===== src/rtl/input_pulse_conditioner.sv =====
// Multi-channel switch/button conditioner: per channel a 2-flop synchronizer,
// consecutive-sample debouncer and edge / auto-repeat single-cycle pulse generator.
module input_pulse_conditioner #(
    parameter int WIDTH           = 8,
    parameter int DEBOUNCE_CYCLES = 4,
    parameter int REPEAT_DELAY    = 0,
    parameter int REPEAT_PERIOD   = 8
) (
    input  logic             clk,
    input  logic             nreset,
    input  logic [WIDTH-1:0] in,
    output logic [WIDTH-1:0] level,
    output logic [WIDTH-1:0] rise,
    output logic [WIDTH-1:0] fall
);

    localparam int DW   = $clog2(DEBOUNCE_CYCLES + 1);
    localparam int RMAX = (REPEAT_DELAY > REPEAT_PERIOD) ? REPEAT_DELAY : REPEAT_PERIOD;
    localparam int RW   = (RMAX < 1) ? 1 : $clog2(RMAX + 1);

    localparam logic [DW-1:0] D_LAST   = DW'(DEBOUNCE_CYCLES - 1);
    localparam logic [DW-1:0] D_ONE    = DW'(1);
    localparam logic [RW-1:0] R_DELAY  = RW'(REPEAT_DELAY);
    localparam logic [RW-1:0] R_PERIOD = RW'(REPEAT_PERIOD);
    localparam logic [RW-1:0] R_ONE    = RW'(1);
    localparam bit            REPEAT_EN = (REPEAT_DELAY > 0);

    typedef enum logic {
        ST_LOW  = 1'b0,
        ST_HELD = 1'b1
    } ch_state_t;

    for (genvar g = 0; g < WIDTH; g++) begin : g_ch
        logic          s1;
        logic          s2;
        logic          lvl;
        logic          rise_q;
        logic          fall_q;
        logic [DW-1:0] dcnt;
        logic [RW-1:0] rcnt;
        ch_state_t     state;
        logic          settle;

        // The debounced level flips on this edge.
        assign settle = (s2 != lvl) && (dcnt == D_LAST);

        always_ff @(posedge clk or negedge nreset) begin
            if (!nreset) begin
                s1   <= 1'b0;
                s2   <= 1'b0;
                lvl  <= 1'b0;
                dcnt <= '0;
            end else begin
                s1 <= in[g];
                s2 <= s1;
                // Any agreeing sample discards all accumulated credit.
                if (s2 == lvl) begin
                    dcnt <= '0;
                end else if (dcnt == D_LAST) begin
                    lvl  <= s2;
                    dcnt <= '0;
                end else begin
                    dcnt <= dcnt + D_ONE;
                end
            end
        end

        always_ff @(posedge clk or negedge nreset) begin
            if (!nreset) begin
                state  <= ST_LOW;
                rcnt   <= '0;
                rise_q <= 1'b0;
                fall_q <= 1'b0;
            end else begin
                rise_q <= 1'b0;
                fall_q <= 1'b0;
                case (state)
                    ST_LOW: begin
                        if (settle) begin
                            state  <= ST_HELD;
                            rise_q <= 1'b1;
                            rcnt   <= R_DELAY;
                        end
                    end
                    ST_HELD: begin
                        // A release takes priority over a repeat due on the same edge.
                        if (settle) begin
                            state  <= ST_LOW;
                            fall_q <= 1'b1;
                            rcnt   <= '0;
                        end else if (REPEAT_EN) begin
                            if (rcnt == R_ONE) begin
                                rise_q <= 1'b1;
                                rcnt   <= R_PERIOD;
                            end else if (rcnt != '0) begin
                                rcnt <= rcnt - R_ONE;
                            end
                        end
                    end
                    default: begin
                        state <= ST_LOW;
                    end
                endcase
            end
        end

        assign level[g] = lvl;
        assign rise[g]  = rise_q;
        assign fall[g]  = fall_q;
    end

endmodule


===== config.mk =====
export PLATFORM = sky130hd
export DESIGN_NAME = input_pulse_conditioner
export DESIGN_NICKNAME = d
export VERILOG_FILES = /design/src/rtl/input_pulse_conditioner.sv
export SDC_FILE = /design/constraint.sdc
export NUM_CORES = 1
export LEC_CHECK = 0
export BUFFER_PORTS_ARGS = -buffer_cell sky130_fd_sc_hd__clkbuf_2
export CELL_PAD_IN_SITES_DETAIL_PLACEMENT = 0
export CELL_PAD_IN_SITES_GLOBAL_PLACEMENT = 2
export CORE_ASPECT_RATIO = 0.75
export CORE_MARGIN = 8
export CORE_UTILIZATION = 43
export CTS_CLUSTER_SIZE = 16
export DETAILED_ROUTE_END_ITERATION = 7
export GPL_TIMING_DRIVEN = 0
export HOLD_SLACK_MARGIN = 0.06
export PLACE_DENSITY_LB_ADDON = 0.1
export SKIP_LAST_GASP = 1
export SYNTH_ARGS = -nofsm -noshare
export SYNTH_HDL_FRONTEND = slang
export SYNTH_SLANG_ARGS = --single-unit

===== constraint.sdc =====
create_clock -name clk -period 2.6 [get_ports clk]
set_input_delay 0.13 -clock clk [delete_from_list [all_inputs] [get_ports clk]]
set_output_delay 0.13 -clock clk [all_outputs]
set_load 0.1 [all_outputs]

* Word level (Yosys, flattened, before mapping) *
Index checks and enable logic that the tools add are counted.

storage, ports and cells
  flip-flop bits (word level) = 72
  input port bits = 10
  output and inout bits = 24
  word-level logic and storage cells = 176

operators by class
  add/sub/neg operators = 8
  equality and inequality tests = 24
  multiplexer cells = 56
  bitwise logic cells = 16
  reductions and logical operators = 16

operator list
  operator                                                         number
  3-bit 2-to-1 mux                                                 16
  1-bit 2-to-1 mux                                                 32
  3-bit by 1-bit adder with 3-bit output, second input constant    8
  3-bit by 2-bit == test with 1-bit output, second input constant  8
  1-bit inverter                                                   16
  1-bit one-hot mux with 2 select lines                            8
  2-bit AND reduction                                              8
  1-bit == test                                                    8
  1-bit logical AND                                                8
  1-bit != test                                                    8

* Logic depth before layout (Yosys ltp) *
  depth after elaboration = 4
  mapped depth = 5
  mapped depth without buffers = 5

* Worst setup path before layout *
OpenSTA, ideal clock, no wires.

  path type = register to register
  start = register g_ch[1].dcnt[0]
  end = register g_ch[1].state
  setup time = 113 ps
  arrival = 1125 ps
  data required time = 2487 ps
  setup slack = 1362 ps
  stages on the path, launching flop included = 6
  buffers on the path = 0
  period minus slack after synthesis = 1238 ps
  cell sequence = dfrtp_1 -> ha_1 -> nor2b_4 -> nor2b_1 -> ha_1 -> inv_1

between the ends
  longest elaborated chain between the ends = 4
  elaborated cells on any way between the ends = 5
  classes of those cells = eq/ne: 1; mux: 3; reduce/logical: 1

ends and longest elaborated chain
  element                                       RTL line  source
  from (decl)                                   39        logic [DW-1:0] dcnt;
  from (signal assigned)                        63        dcnt <= dcnt + D_ONE;
  3-bit by 2-bit == test with 1-bit output (*)  45        assign settle = (s2 != lvl) && (dcnt == D_LAST);
  1-bit logical AND (*)                         45
  via g_ch[1].settle                            42        logic settle;
  1-bit 2-to-1 mux (on tied branches)           87, 79
  1-bit one-hot mux with 2 select lines (*)     77        case (state)
  to (signal assigned)                          80        state <= ST_HELD;
  to (signal assigned)                          88        state <= ST_LOW;
  to (signal assigned)                          101       state <= ST_LOW;
  to (decl)                                     41        ch_state_t state;

Mark *: on every way through the listed nets, which the timed path passes. The rest lies on a longest branch.
A chain may end at the register's enable or synchronous reset.

* Worst setup path in the final report *
  start = register g_ch[5].lvl
  end = output port level[5]

RTL lines
  element                 RTL line  source
  from (decl)             36        logic lvl;
  from (signal assigned)  51        lvl <= 1'b0;
  from (signal assigned)  60        lvl <= s2;
  to (decl)               12        output logic [WIDTH-1:0] level,

No word-level cell between the ends.

==> impl_metrics.yaml <==
worst_setup_path:
  path_buf_inv: 2
  cp_data_required_time_ps: 2470
  cp_max_fo: 3
  r2r_setup_slack_ps: 1270
  critical_path_class: "reg -> out"
  arrival_ps: 1280
  slowest_delay_ps: 440
  cp_cell_sequence: "buf_4 -> clkbuf_2"
  critPathSlowestCell: "clkbuf_2"
  cp-end-kind: "output pin"
  path_delay_family: "buffers and inverters"
  critPathLaunchType: "flop"
detailed_routing:
  drtPass1Iterations: 4
  wl_met2_um: 1860
  drt_iter0_markers: 27
  ant_nets: 0
  top_layer_used: "met4"
  wl_met1_um: 1390
  route.detailed.drc: 0
  wl_um: 3600
  viasPerCell: 4.31
  wl_per_cell_um: 10.9
  vias: 1417
  met3_length_um: 283
synth:
  syn-num-nets: 226
  synth.top_cell.area_share_pct: 64.0
  synth_area_leader_cell: "dfrtp_1"
  synthSimpleGateAreaFrac_pct: 11.1
  synth-adder-area-share_pct: 10.7
  synth_cells: 192
  mappedNetlistArea_sq_mm: 0.00282
  synthTopCellsByArea: "dfrtp_1 64%, ha_1 11%, buf_4 6.4%, nor2b_4 3.9%, mux2_2 3.2%"
  avgSynthCellArea_sq_um: 14.7
  ys_ff_latch: 72
  synth_compound_area_share_pct: 0
  synthXorXnorAreaFrac_pct: 2.49
  ys_seq_area_share_pct: 64.0
  synth_top_family_by_area: "simple AND/OR/NAND/NOR gates"
  synth_cell_types: 10
  yosys_warnings: 0
  synth.area.mux_share_pct: 3.20
clock_network:
  clkLatencyLatePin_ps: 340
  clkSinkCount: 72
  cts_tree: "done"
  max-clock-path-buffers: 2
  cts_buffers: 9
  cts_root_buffer: "clkbuf_8"
  clkTransAtPathRegs_ps: 70
  htreeDepth: 3
pwr:
  p_leak_uw: 0.00176
  pwr-share-comb_pct: 37.4
  p_int_uw: 2240
  p_sw_share_pct: 38.9
  vdd_drop_max_v: 0.000557
  clkPwrFrac_pct: 21.0
  seq_power_share_pct: 41.6
  pwr_density_cell_mw_per_mm2: 1090
  power.switching_uw: 1420
timing:
  setup_viol: 0
  worst_pin_slew_ps: 931
  hold_slack_ps: 344
  finalHoldViolCount: 0
  setup_tns_ps: 0
  setup_slack_ps: 1190
  finalMaxSlewViolations: 0
  max_freq_mhz: 708
  finClkSkew_ps: 4.81
  maxSlewHeadroom_pct: 37.9
  min_period_ps: 1410
  rsz0062_at_grt: "false"
  post-route-period-util_pct: 54.3
die:
  fp.dieH_um: 86.1
  initial_core_util_pct: 44.6
  dieArea_sq_mm: 0.00942
  core_sq_mm: 0.00632
  ios: 34
  num_rows: 25
  fp.dieW_um: 109
finish:
  layoutNonFillerInstCount: 329
  drive_gt1_share_pct: 34.3
  n_antenna_cell: 0
  final_common_cell: "dfrtp_1"
  nets: 279
  layout_common_cells: "72 x dfrtp_1, 32 x clkbuf_2, 24 x ha_1, 24 x buf_4, 16 x inv_1"
  area_growth_syn_to_layout_pct: 18.9
  final_area_sq_mm: 0.00335
global_routing:
  grt_max_degree: 73
  antenna_found_initial: 0
  grt_pass1_wl_um: 6450
  track_usage_pct: 8.99
  first_global_vias: 1535
  grt-ovfl-total: 0
hold_path:
  hp-class: "reg -> reg"
flow_run:
  cap_violations: 0
placement:
  dpl_cell_area_sq_mm: 0.00308
  io_buffers: 33
  hpwlAfterDp_um: 2530
  dp_cells: 306
  place_ws_ps: 1270
  place_congestion: 0.689
outcome:
  status: "finished clean"
Yosys cell counts, drive strengths merged:
library cell / n
ha: 24
inv: 16
nor3b: 10
nor3: 8
buf: 24
xnor2: 8
nor2b: 22
dfrtp: 72
mux2: 8
power groups by stage:
stage	Clock [uW]	Combinational, uW	Sequential, uW
finish	768	1370	1520
CTS	808	1390	1530
detailed placement	0	1380	1550
floorplan	0	1180	1510
global placement	0	1330	1530
global route	849	1490	1560
layer usage:
layer  track usage (%)  vias up
met1              8.48      697
met4              4.40        0
li1                  -      690
met5                 0        -
met3              5.39        6
met2              15.1       24
worst reg2reg max path, cell delays in order (launching register included):
cell and delay (ps):
dfrtp_1 390, ha_1 220, nor2b_4 140, nor2b_1 150, ha_1 290, inv_1 40
worst paths after layout:
kind | from | end | depth (start not counted)
worst max-delay path | g_ch[5].lvl | level[5] | 2
worst min-delay path | g_ch[2].s1 | g_ch[2].s2 | 0
worst max register to register | g_ch[4].dcnt[0] | g_ch[4].state | 5
worst min register to register | g_ch[2].s1 | g_ch[2].s2 | 0
max in group asynchronous | nreset | g_ch[0].rise_q | 2
min in group asynchronous | nreset | g_ch[6].s1 | 2
registers in the layout, summed over array words and instances (netlist names):
| name | count |
|---|---|
| g_ch.dcnt | 24 |
| g_ch.fall_q | 8 |
| g_ch.rise_q | 8 |
| g_ch.state | 8 |
| g_ch.s1 | 8 |
| g_ch.s2 | 8 |
| g_ch.lvl | 8 |
through the flow:
step | util, % | total power [uW]
2_1_floorplan | - | 2700
3_5_place_dp | 48.8 | 2930
6_report | 53.0 | 3660
5_1_grt | 53.0 | 3890
3_3_place_gp | 48.8 | 2860
4_1_cts | 53.0 | 3730
repair_timing:
item / in CTS / in global routing
endpoints found under the hold margin: 80 / 0
resized for setup: 0 / 0
hold buffers: 9 / 0
setup buffers: 0 / 0
layout make-up:
| class | count | area, sq um |
|---|---|---|
| buffer | 24 | 180 |
| fill | 538 | 2970 |
| clock buffer | 14 | 173 |
| timing repair buffer | 42 | 258 |
| inverter | 16 | 60.1 |
| multi-input combinational | 80 | 773 |
| sequential | 72 | 1800 |
| tap | 81 | 101 |
logic make-up (layout without fill, tap and decap cells):
logic type    after synthesis  in the layout
xor+xnor                    8              8
fa+ha+maj                  24             24
buf+inv                    40             96
flops                      72             72
mux                         8              8
simple gates               40             40
(Power assumes the default switching activity.)
